<file path="config.mk">
export PLATFORM = sky130hd
export DESIGN_NAME = mem_bw_regulator
export DESIGN_NICKNAME = d
export VERILOG_FILES = /design/src/rtl/mem_bw_pkg.sv /design/src/rtl/mem_bw_regulator_bucket.sv /design/src/rtl/mem_bw_regulator.sv
export SDC_FILE = /design/constraint.sdc
export NUM_CORES = 1
export LEC_CHECK = 0
export BUFFER_PORTS_ARGS = -buffer_cell sky130_fd_sc_hd__buf_2
export CORE_MARGIN = 3
export CORE_UTILIZATION = 50
export DETAILED_ROUTE_END_ITERATION = 10
export PLACE_DENSITY = 0.69
export SLEW_MARGIN = 30
export SYNTH_ARGS = -nofsm -noshare
export SYNTH_HDL_FRONTEND = slang
export SYNTH_SLANG_ARGS = --single-unit
</file>
<file path="constraint.sdc">
create_clock -name uncoreclk -period 16.8 [get_ports uncoreclk]
set_clock_uncertainty 0.05 [all_clocks]
set_input_delay 3.36 -clock uncoreclk [delete_from_list [all_inputs] [get_ports uncoreclk]]
set_output_delay 3.36 -clock uncoreclk [all_outputs]
set_load 0.05 [all_outputs]
</file>
<file path="src/rtl/mem_bw_pkg.sv">
// Shared constants and types for the per-DSID memory bandwidth regulator.
package mem_bw_pkg;

  localparam int DSID_W   = 16;
  localparam int N_DSID   = 4;
  localparam int IDX_W    = 2;
  localparam int TOKEN_W  = 16;
  localparam int PERIOD_W = 16;

  localparam logic [TOKEN_W-1:0] RESET_MAX = 16'hFFFF;
  localparam logic [TOKEN_W-1:0] RESET_INC = 16'h0100;

  localparam logic [1:0] CFG_EN     = 2'd0;
  localparam logic [1:0] CFG_PERIOD = 2'd1;
  localparam logic [1:0] CFG_INC    = 2'd2;
  localparam logic [1:0] CFG_MAX    = 2'd3;

  typedef enum logic {
    IDLE  = 1'b0,
    GRANT = 1'b1
  } grant_state_e;

endpackage

</file>
<file path="src/rtl/mem_bw_regulator_bucket.sv">
// One token bucket: debit, periodic refill and saturation at a programmable max.
module token_bucket
  import mem_bw_pkg::*;
(
  input  logic               clk,
  input  logic               rst_n,
  input  logic               refill_i,
  input  logic [1:0]         debit_i,
  input  logic               inc_we_i,
  input  logic               max_we_i,
  input  logic [TOKEN_W-1:0] wdata_i,
  output logic [TOKEN_W-1:0] tokens_o
);

  logic [TOKEN_W-1:0] tokens_q, tokens_d;
  logic [TOKEN_W-1:0] inc_q, inc_d;
  logic [TOKEN_W-1:0] max_q, max_d;
  logic [TOKEN_W:0]   sum;

  // One extra bit keeps the refill from wrapping before saturation; the old
  // max is used here, so a lowered max clamps on the following update.
  always_comb begin
    sum = {1'b0, tokens_q} - {{(TOKEN_W-1){1'b0}}, debit_i};
    if (refill_i) begin
      sum = sum + {1'b0, inc_q};
    end
    tokens_d = (sum > {1'b0, max_q}) ? max_q : sum[TOKEN_W-1:0];
    inc_d    = inc_we_i ? wdata_i : inc_q;
    max_d    = max_we_i ? wdata_i : max_q;
  end

  always_ff @(posedge clk or negedge rst_n) begin
    if (!rst_n) begin
      tokens_q <= RESET_MAX;
      inc_q    <= RESET_INC;
      max_q    <= RESET_MAX;
    end else begin
      tokens_q <= tokens_d;
      inc_q    <= inc_d;
      max_q    <= max_d;
    end
  end

  assign tokens_o = tokens_q;

endmodule

</file>
<file path="src/rtl/mem_bw_regulator.sv">
// Per-DSID token-bucket gate on the AR/AW address handshakes of the memory port.
module mem_bw_regulator
  import mem_bw_pkg::*;
(
  input  logic                        uncoreclk,
  input  logic                        uncorerstn,
  input  logic                        s_arvalid,
  output logic                        s_arready,
  input  logic [DSID_W-1:0]           s_aruser,
  output logic                        m_arvalid,
  input  logic                        m_arready,
  input  logic                        s_awvalid,
  output logic                        s_awready,
  input  logic [DSID_W-1:0]           s_awuser,
  output logic                        m_awvalid,
  input  logic                        m_awready,
  input  logic                        cfg_wen,
  input  logic [1:0]                  cfg_sel,
  input  logic [DSID_W-1:0]           cfg_idx,
  input  logic [TOKEN_W-1:0]          cfg_wdata,
  output logic [N_DSID*TOKEN_W-1:0]   tokens_flat,
  output logic [N_DSID-1:0]           throttled
);

  logic                en_q, en_d;
  logic [PERIOD_W-1:0] period_q, period_d;
  logic [PERIOD_W-1:0] cnt_q, cnt_d;
  grant_state_e        arState_q, arState_d, awState_q, awState_d;
  logic                ptr_q, ptr_d;
  logic [N_DSID-1:0]   throttled_q, throttled_d;

  logic [TOKEN_W-1:0]  tokens [N_DSID];
  logic [1:0]          debit [N_DSID];
  logic [N_DSID-1:0]   incWe, maxWe;
  logic                refill, cfgIdxOk;
  logic                arReq, awReq, arInRange, awInRange, arGrant, awGrant, contend;
  logic [IDX_W-1:0]    arIdx, awIdx;
  logic                arPass, awPass;

  // Configuration decode, refill timing and per-lane debit accounting.
  always_comb begin
    cfgIdxOk  = cfg_idx < DSID_W'(N_DSID);
    refill    = cnt_q >= period_q;
    en_d      = (cfg_wen && cfg_sel == CFG_EN) ? cfg_wdata[0] : en_q;
    period_d  = (cfg_wen && cfg_sel == CFG_PERIOD) ? cfg_wdata[PERIOD_W-1:0] : period_q;
    cnt_d     = (cfg_wen && cfg_sel == CFG_PERIOD) || refill ? '0 : cnt_q + 1'b1;
    arInRange = s_aruser < DSID_W'(N_DSID);
    awInRange = s_awuser < DSID_W'(N_DSID);
    arIdx     = s_aruser[IDX_W-1:0];
    awIdx     = s_awuser[IDX_W-1:0];
    arReq     = en_q && arState_q == IDLE && s_arvalid;
    awReq     = en_q && awState_q == IDLE && s_awvalid;
    contend   = arReq && awReq && arInRange && awInRange && arIdx == awIdx &&
                tokens[arIdx] == TOKEN_W'(1);
    arGrant   = arReq && (!arInRange || (tokens[arIdx] != '0 && !(contend && ptr_q)));
    awGrant   = awReq && (!awInRange || (tokens[awIdx] != '0 && !(contend && !ptr_q)));
    ptr_d     = contend ? ~ptr_q : ptr_q;
    for (int i = 0; i < N_DSID; i++) begin
      incWe[i] = cfg_wen && cfg_sel == CFG_INC && cfgIdxOk && cfg_idx[IDX_W-1:0] == IDX_W'(i);
      maxWe[i] = cfg_wen && cfg_sel == CFG_MAX && cfgIdxOk && cfg_idx[IDX_W-1:0] == IDX_W'(i);
      debit[i] = {1'b0, arGrant && arInRange && arIdx == IDX_W'(i)} +
                 {1'b0, awGrant && awInRange && awIdx == IDX_W'(i)};
      throttled_d[i] = ((arReq && arInRange && arIdx == IDX_W'(i)) ||
                        (awReq && awInRange && awIdx == IDX_W'(i))) && tokens[i] == '0;
    end
  end

  // Grant FSMs: a granted channel stays open until its handshake, whatever en does.
  always_comb begin
    arState_d = arState_q;
    awState_d = awState_q;
    arPass    = arState_q == GRANT || !en_q;
    awPass    = awState_q == GRANT || !en_q;
    m_arvalid = uncorerstn && arPass && s_arvalid;
    s_arready = uncorerstn && arPass && m_arready;
    m_awvalid = uncorerstn && awPass && s_awvalid;
    s_awready = uncorerstn && awPass && m_awready;
    case (arState_q)
      IDLE:    if (arGrant) arState_d = GRANT;
      GRANT:   if (s_arvalid && m_arready) arState_d = IDLE;
      default: arState_d = IDLE;
    endcase
    case (awState_q)
      IDLE:    if (awGrant) awState_d = GRANT;
      GRANT:   if (s_awvalid && m_awready) awState_d = IDLE;
      default: awState_d = IDLE;
    endcase
  end

  always_ff @(posedge uncoreclk or negedge uncorerstn) begin
    if (!uncorerstn) begin
      en_q        <= 1'b0;
      period_q    <= '0;
      cnt_q       <= '0;
      arState_q   <= IDLE;
      awState_q   <= IDLE;
      ptr_q       <= 1'b0;
      throttled_q <= '0;
    end else begin
      en_q        <= en_d;
      period_q    <= period_d;
      cnt_q       <= cnt_d;
      arState_q   <= arState_d;
      awState_q   <= awState_d;
      ptr_q       <= ptr_d;
      throttled_q <= throttled_d;
    end
  end

  for (genvar i = 0; i < N_DSID; i++) begin : gBucket
    token_bucket uBucket (
      .clk      (uncoreclk),
      .rst_n    (uncorerstn),
      .refill_i (refill),
      .debit_i  (debit[i]),
      .inc_we_i (incWe[i]),
      .max_we_i (maxWe[i]),
      .wdata_i  (cfg_wdata),
      .tokens_o (tokens[i])
    );
    assign tokens_flat[i*TOKEN_W +: TOKEN_W] = tokens[i];
  end

  assign throttled = throttled_q;

endmodule

</file>
* Word level (Yosys, flattened, before mapping)
Cells that the tools add are included.
W data, S select, Z words.
** Word-level totals
- Register bits after elaboration :: 232
- Input port bits :: 73
- Output and inout bits :: 72
- Word-level logic and storage cells :: 168
** Operators by class
- Add/subtract/negate cells :: 13
- Magnitude comparators :: 10
- Eq/ne operators :: 14
- Mux-type cells :: 21
- Bitwise operators :: 5
- Reduce and logical (&&, ||, !) cells :: 86
** Operators by type and width (number)
- $mux W16 :: 9
- $add A17 B16 Y17 :: 4
- $gt A17 B16 Y1 :: 4
- $mux W17 :: 4
- $sub A16 B2 Y17 :: 4
- $bmux W16 S2 :: 2
- $logic_not A16 Y1 :: 4
- $logic_and A1 B1 Y1 :: 61
- $lt A16 B3 Y1 const B :: 3
- $reduce_bool A16 Y1 :: 2
- $add A16 B1 Y16 const B :: 1
- $eq A16 B1 Y1 const B :: 1
- $eq A2 B2 Y1 const B :: 8
- $ge A16 B16 Y1 :: 1
- $logic_or A1 B1 Y1 :: 9
- $add A1 B1 Y2 :: 4
- $eq A2 B1 Y1 const B :: 4
- $logic_not A2 Y1 :: 4
- $ge A3 B3 Y1 const B :: 2
- $logic_not A1 Y1 :: 6
- $not A2 Y3 :: 2
- $mux W1 :: 4
- $pmux W1 S2 :: 2
- $not A1 Y1 :: 3
- $eq A2 B2 Y1 :: 1

* Depth between registers and ports, before layout
- Depth in word-level cells :: 21
- Depth in mapped cells :: 34
- Depth with buffers taken out :: 32

* Cells and area by module
A second synthesis with hierarchy kept.
** Second synthesis, totals
- Cells, all modules :: 1827
- Area, all modules :: 17311.6 um^2
** Modules (own cells, without submodules)
- token_bucket at gBucket[1].uBucket ... :: instances 2, cells each 374, area each 3573.4 um^2, sequential area each 1242.4 um^2
- token_bucket at gBucket[0].uBucket :: instances 1, cells each 393, area each 3734.8 um^2, sequential area each 1242.4 um^2
- token_bucket at gBucket[3].uBucket :: instances 1, cells each 379, area each 3647.2 um^2, sequential area each 1242.4 um^2
- mem_bw_regulator :: instances 1, cells each 307, area each 2782.7 um^2, sequential area each 1001.0 um^2

* Least setup slack after synthesis
OpenSTA, ideal clock, no wires.
- Kind :: input-to-reg
- Start point :: input s_aruser[7]
- End point :: register gBucket[0].uBucket.tokens_q[10]
- Setup time :: 0.082 ns
- Arrival :: 9.817 ns
- Required time :: 16.668 ns
- Setup slack :: 6.851 ns
- Cell stages on the path :: 30
- Buffers on the path :: 2
- Cells stage by stage :: nor4_1 nand4_1 or2_2 clkbuf_1 nor4b_1 and4bb_2 nor2_2 nand2_1 fa_1 ha_1 nor4_1 nand2b_1 nand2b_1 nor2_1 xor2_1 ha_1 a21oi_1 nand2_1 a221o_1 a31o_2 a311o_1 o221a_2 ha_1 nand3_1 nor4_1 a21oi_1 a21boi_0 mux2i_2 buf_2 mux2_2
** On the way
- Cells in the longest elaborated chain, start to end :: 18
- Elaborated cells between the ends (all ways) :: 26
- Those cells by class :: 3 x add/sub; 2 x order compare; 2 x mux; 19 x reduce/logical
** Ends and longest elaborated chain
- from (decl) :: line mem_bw_regulator.sv:9 : input logic [DSID_W-1:0] s_aruser,
- $lt A16 B3 Y1 * :: line mem_bw_regulator.sv:47 : arInRange = s_aruser < DSID_W'(N_DSID);
- $logic_and A1 B1 Y1 (4 in a row) :: line mem_bw_regulator.sv:53 : contend = arReq && awReq && arInRange && awInRange && arIdx == awIdx &&
- $logic_and A1 B1 Y1, on equally long branches :: line mem_bw_regulator.sv:55, mem_bw_regulator.sv:56
- $logic_not A1 Y1, on equally long branches :: line mem_bw_regulator.sv:55, mem_bw_regulator.sv:56
- $logic_and A1 B1 Y1, on equally long branches :: line mem_bw_regulator.sv:55, mem_bw_regulator.sv:56
- $logic_or A1 B1 Y1, on equally long branches :: line mem_bw_regulator.sv:55, mem_bw_regulator.sv:56
- $logic_and A1 B1 Y1, on equally long branches :: line mem_bw_regulator.sv:55, mem_bw_regulator.sv:56
- $logic_and A1 B1 Y1, on equally long branches (2 in a row) :: line mem_bw_regulator.sv:61, mem_bw_regulator.sv:62
- $add A1 B1 Y2 * :: line mem_bw_regulator.sv:61 : debit[i] = {1'b0, arGrant && arInRange && arIdx == IDX_W'(i)} +
- $sub A16 B2 Y17 * :: line mem_bw_regulator_bucket.sv:23 : sum = {1'b0, tokens_q} - {{(TOKEN_W-1){1'b0}}, debit_i};
- $add A17 B16 Y17 :: line mem_bw_regulator_bucket.sv:25 : sum = sum + {1'b0, inc_q};
- $mux W17 * :: line mem_bw_regulator_bucket.sv:24 : if (refill_i) begin
- $gt A17 B16 Y1 :: line mem_bw_regulator_bucket.sv:27 : tokens_d = (sum > {1'b0, max_q}) ? max_q : sum[TOKEN_W-1:0];
- $mux W16 * :: line mem_bw_regulator_bucket.sv:27
- named net gBucket[0].uBucket.tokens_d[10] :: line mem_bw_regulator_bucket.sv:15 : logic [TOKEN_W-1:0] tokens_q, tokens_d;
- to (signal assigned) :: line mem_bw_regulator_bucket.sv:38 : tokens_q <= tokens_d;
- to (decl) :: line mem_bw_regulator_bucket.sv:15
Mark *: on every way through the listed nets, which the timed path passes. The rest lies on a longest branch.
A chain may end at the register's enable or synchronous reset.

* Worst setup path after layout
- Start point :: input s_aruser[7]
- End point :: register gBucket[2].uBucket.tokens_q[2]
** On the way
- Cells in the longest elaborated chain, start to end :: 18
- Elaborated cells between the ends (all ways) :: 26
- Those cells by class :: 3 x add/sub; 2 x order compare; 2 x mux; 19 x reduce/logical
** Ends and longest elaborated chain (line)
- $lt A16 B3 Y1 * :: mem_bw_regulator.sv:47
- $logic_and A1 B1 Y1 (4 in a row) :: mem_bw_regulator.sv:53
- $logic_and A1 B1 Y1, on equally long branches :: mem_bw_regulator.sv:55, mem_bw_regulator.sv:56
- $logic_not A1 Y1, on equally long branches :: mem_bw_regulator.sv:55, mem_bw_regulator.sv:56
- $logic_and A1 B1 Y1, on equally long branches :: mem_bw_regulator.sv:55, mem_bw_regulator.sv:56
- $logic_or A1 B1 Y1, on equally long branches :: mem_bw_regulator.sv:55, mem_bw_regulator.sv:56
- $logic_and A1 B1 Y1, on equally long branches :: mem_bw_regulator.sv:55, mem_bw_regulator.sv:56
- $logic_and A1 B1 Y1, on equally long branches (2 in a row) :: mem_bw_regulator.sv:61, mem_bw_regulator.sv:62
- $add A1 B1 Y2 * :: mem_bw_regulator.sv:61
- $sub A16 B2 Y17 * :: mem_bw_regulator_bucket.sv:23
- $add A17 B16 Y17 :: mem_bw_regulator_bucket.sv:25
- $mux W17 * :: mem_bw_regulator_bucket.sv:24
- $gt A17 B16 Y1 :: mem_bw_regulator_bucket.sv:27
- $mux W16 * :: mem_bw_regulator_bucket.sv:27
- named net gBucket[2].uBucket.tokens_d[2] :: mem_bw_regulator_bucket.sv:15
- to (signal assigned) :: mem_bw_regulator_bucket.sv:38
- to (decl) :: mem_bw_regulator_bucket.sv:15
Marked as above.

==> results.md <==
- Post-synth EDFFs: 0
- Area delta synth->final: 13.5%
- Post_cts resized: 0
- Row cnt: 65
- Finish-stage setup viols: 0
- Hold crit path type: reg2reg
- CORE AREA: 0.0316 mm2
- Tcrit/Tclk final: 0.636
- Setup_tns: 0 ns
- Static leakage: 0.00911 uW
- Mapped Area: 0.0161 mm2
- Syn_nets: 1850
- Root Driver: clkbuf_16
- Global-route usage over all layers: 0.247
- CTS Buf Count: 27
- Commonest non-fill, non-tap cells in the layout: mux2_2, ha_1, buf_2
- Sequential area share after synthesis: 0.370
- Slowest CP cell: nor3b_1
- Commonest non-fill, non-tap cell in the layout: mux2_2
- Initial Util: 0.509
- Required @ worst endpoint: 17.22 ns
- FF+latch count, synth: 232
- Post-CTS setup buffer count: 0
- Vias in the first global route: 12600
- Vias post-DR: 12600
- Final instance area: 0.0183 mm2
- DRT antenna net count: 0
- Metal2 WL: 20700 um
- Post-Place Setup Slack: 5.70 ns
- Die Height: 186 um
- Async SR Flop Fraction: 1.00
- Router iterations before antenna repair: 5
- Min Clock Period, post-route: 10.68 ns
- Status: completed
- Drt drc: 0
- Maximum fanout along the worst path: 9
- Worst vdd ir: 0.0941 mV
- Routed len/inst: 19.4 um
- Worst path max stage delay: 0.52 ns
- Power per cell area: 85.2 mW/mm2
- Share of layout cells above drive strength 1: 0.312
- Final wirelength: 42100 um
- Max Transition Viols Final: 0
- First-iteration detailed-routing DRC count: 853
- CTS tree: yes
- Final hold violations: 0
- Final nets: 1994
- Max_cap viols: 0
- H-tree levels: 1
- Routed wl met3: 1870 um
- Max Freq: 93.6 MHz
- Footprint of the multi-input gates: 0.00955 mm2
- Post-synthesis area per instance: 10.0 um2
- Post-CTS Hold Fix Bufs: 0
- Fillers: 2779
- Worst-path clk slew: 0.06 ns
- Port-buffer cells: 144
- Via/cell ratio: 5.78
- Post-Syn Instances: 1608
- Routability congestion estimate: 0.921
- Synth cell types: 74
- Dominant synthesized flop cell: dfstp_2
- Worst-Margin Slew: 0.996 ns
- Type of the worst setup path: in2reg
- Worst-Skew Late Latency: 0.55 ns
- Initial antenna violation count: 3
- GRT overflow: 0
- Slew headroom: 0.335
- First-pass GRT wire length: 67800 um
- Flip-flop and latch area: 0.00597 mm2
- Post-detail-place hpwl: 30800 um
- WP data arrival: 11.10 ns
- Wire length on met1: 18700 um
- Crit start category: input pin
- Clock buffer depth: 3
- Ys Warns: 0
- Clock sinks: 232
- Die area: 0.0344 mm2
- Chip width: 186 um
- Crit. End Element: flop
- Dpl cell area: 0.0173 mm2
- Setup WS post-layout: 6.12 ns
- Pin count of the biggest net entering global routing: 156
- Boundary Pins: 145
- RSZ-0062 raised after global routing: false
- Top sig layer: met4
-- sequential cells by signal, summed over array words and instances, names as in the netlist --
name	flops
cnt_q	16
throttled	4
arState_q	1
period_q	16
gBucket.uBucket.tokens_o	64
ptr_q	1
en_q	1
gBucket.uBucket.inc_q	64
awState_q	1
gBucket.uBucket.max_q	64
-- cells by family after synthesis --
kind of cell    count (synthesis)  synth area share
compound gates                283             0.112
xor+xnor                      118            0.0641
fa+ha+maj                     169             0.135
buf+inv                       160            0.0392
flops                         232             0.370
mux                           209             0.148
simple gates                  437             0.132
-- synthesized netlist by cell type, types with 8 or more instances --
cell type | n | area [um2]
mux2_2 | 189 | 2130
o211ai_1 | 8 | 60.1
fa_1 | 8 | 160
dfrtp_1 | 100 | 2500
nand2_1 | 140 | 526
mux2i_1 | 14 | 140
and3_1 | 15 | 93.8
a21oi_1 | 60 | 300
xor2_1 | 70 | 613
nor2b_1 | 16 | 100
a211oi_1 | 17 | 128
nand3_1 | 33 | 165
nor3_1 | 30 | 150
a21o_1 | 29 | 218
inv_1 | 120 | 450
nor4_1 | 30 | 188
nand4_1 | 20 | 125
o21a_1 | 15 | 113
nor2_1 | 98 | 368
clkbuf_1 | 26 | 97.6
ha_1 | 161 | 2010
nand2b_1 | 15 | 93.8
o21ai_0 | 96 | 480
xnor2_1 | 48 | 420
dfstp_2 | 132 | 3470
nand3b_1 | 9 | 67.6
-- path summary, 6_finish.rpt --
kind	endpoint	startpoint	slack, ns	depth (start not counted)
worst max-delay path	gBucket[2].uBucket.tokens_o[2]$_DFF_PN1_	s_aruser[7]	6.12	32
worst min-delay path	gBucket[2].uBucket.tokens_o[0]$_DFF_PN1_	gBucket[2].uBucket.max_q[0]$_DFFE_PN1P_	0.44	2
worst max register to register	gBucket[2].uBucket.tokens_o[2]$_DFF_PN1_	gBucket[0].uBucket.tokens_o[4]$_DFF_PN1_	8.18	29
worst min register to register	gBucket[2].uBucket.tokens_o[0]$_DFF_PN1_	gBucket[2].uBucket.max_q[0]$_DFFE_PN1P_	0.44	2
max in group asynchronous	gBucket[1].uBucket.inc_q[9]$_DFFE_PN0P_	uncorerstn	12.68	2
min in group asynchronous	gBucket[0].uBucket.inc_q[9]$_DFFE_PN0P_	uncorerstn	2.73	1
-- cell type report --
cell class                 count  share of cell area
antenna                        2            0.000274
clock buffer                  36              0.0415
clock inverter                13              0.0111
inverter                     120              0.0246
multi-input combinational   1216               0.522
sequential                   232               0.326
tap                          402              0.0275
timing repair buffer         155              0.0462
-- metrics by stage --
stage | utilization | hold slack [ns] | std cells | power (uW)
2_1_floorplan | - | 0.402 | 1608 | 836
3_3_place_gp | 0.546 | 0.419 | 2122 | 925
3_5_place_dp | 0.547 | 0.433 | 2123 | 931
4_1_cts | 0.577 | 0.450 | 2172 | 1580
5_1_grt | 0.578 | 0.467 | 2174 | 1630
6_report | 0.578 | 0.444 | 2176 | 1560
-- routing by layer --
metal / up-vias / GRT usage
met5: - / 0
met4: 0 / 0.0599
met3: 68 / 0.0301
met2: 293 / 0.430
met1: 6176 / 0.331
li1: 6031 / -
-- report_power, final --
part           switching (uW)  internal (uW)
Clock                     243            394
Combinational             186            117
Sequential               28.4            591
Total                     457           1100
-- worst max-delay path, delay by kind of cell --
kind | cells | cell delay [ns]
xor+xnor | 2 | 0.33
fa+ha+maj | 4 | 1.40
compound gates | 7 | 1.34
buf+inv | 2 | 0.41
mux | 2 | 0.87
simple gates | 15 | 3.36
No activity file was read; power rests on OpenSTA's default activity.
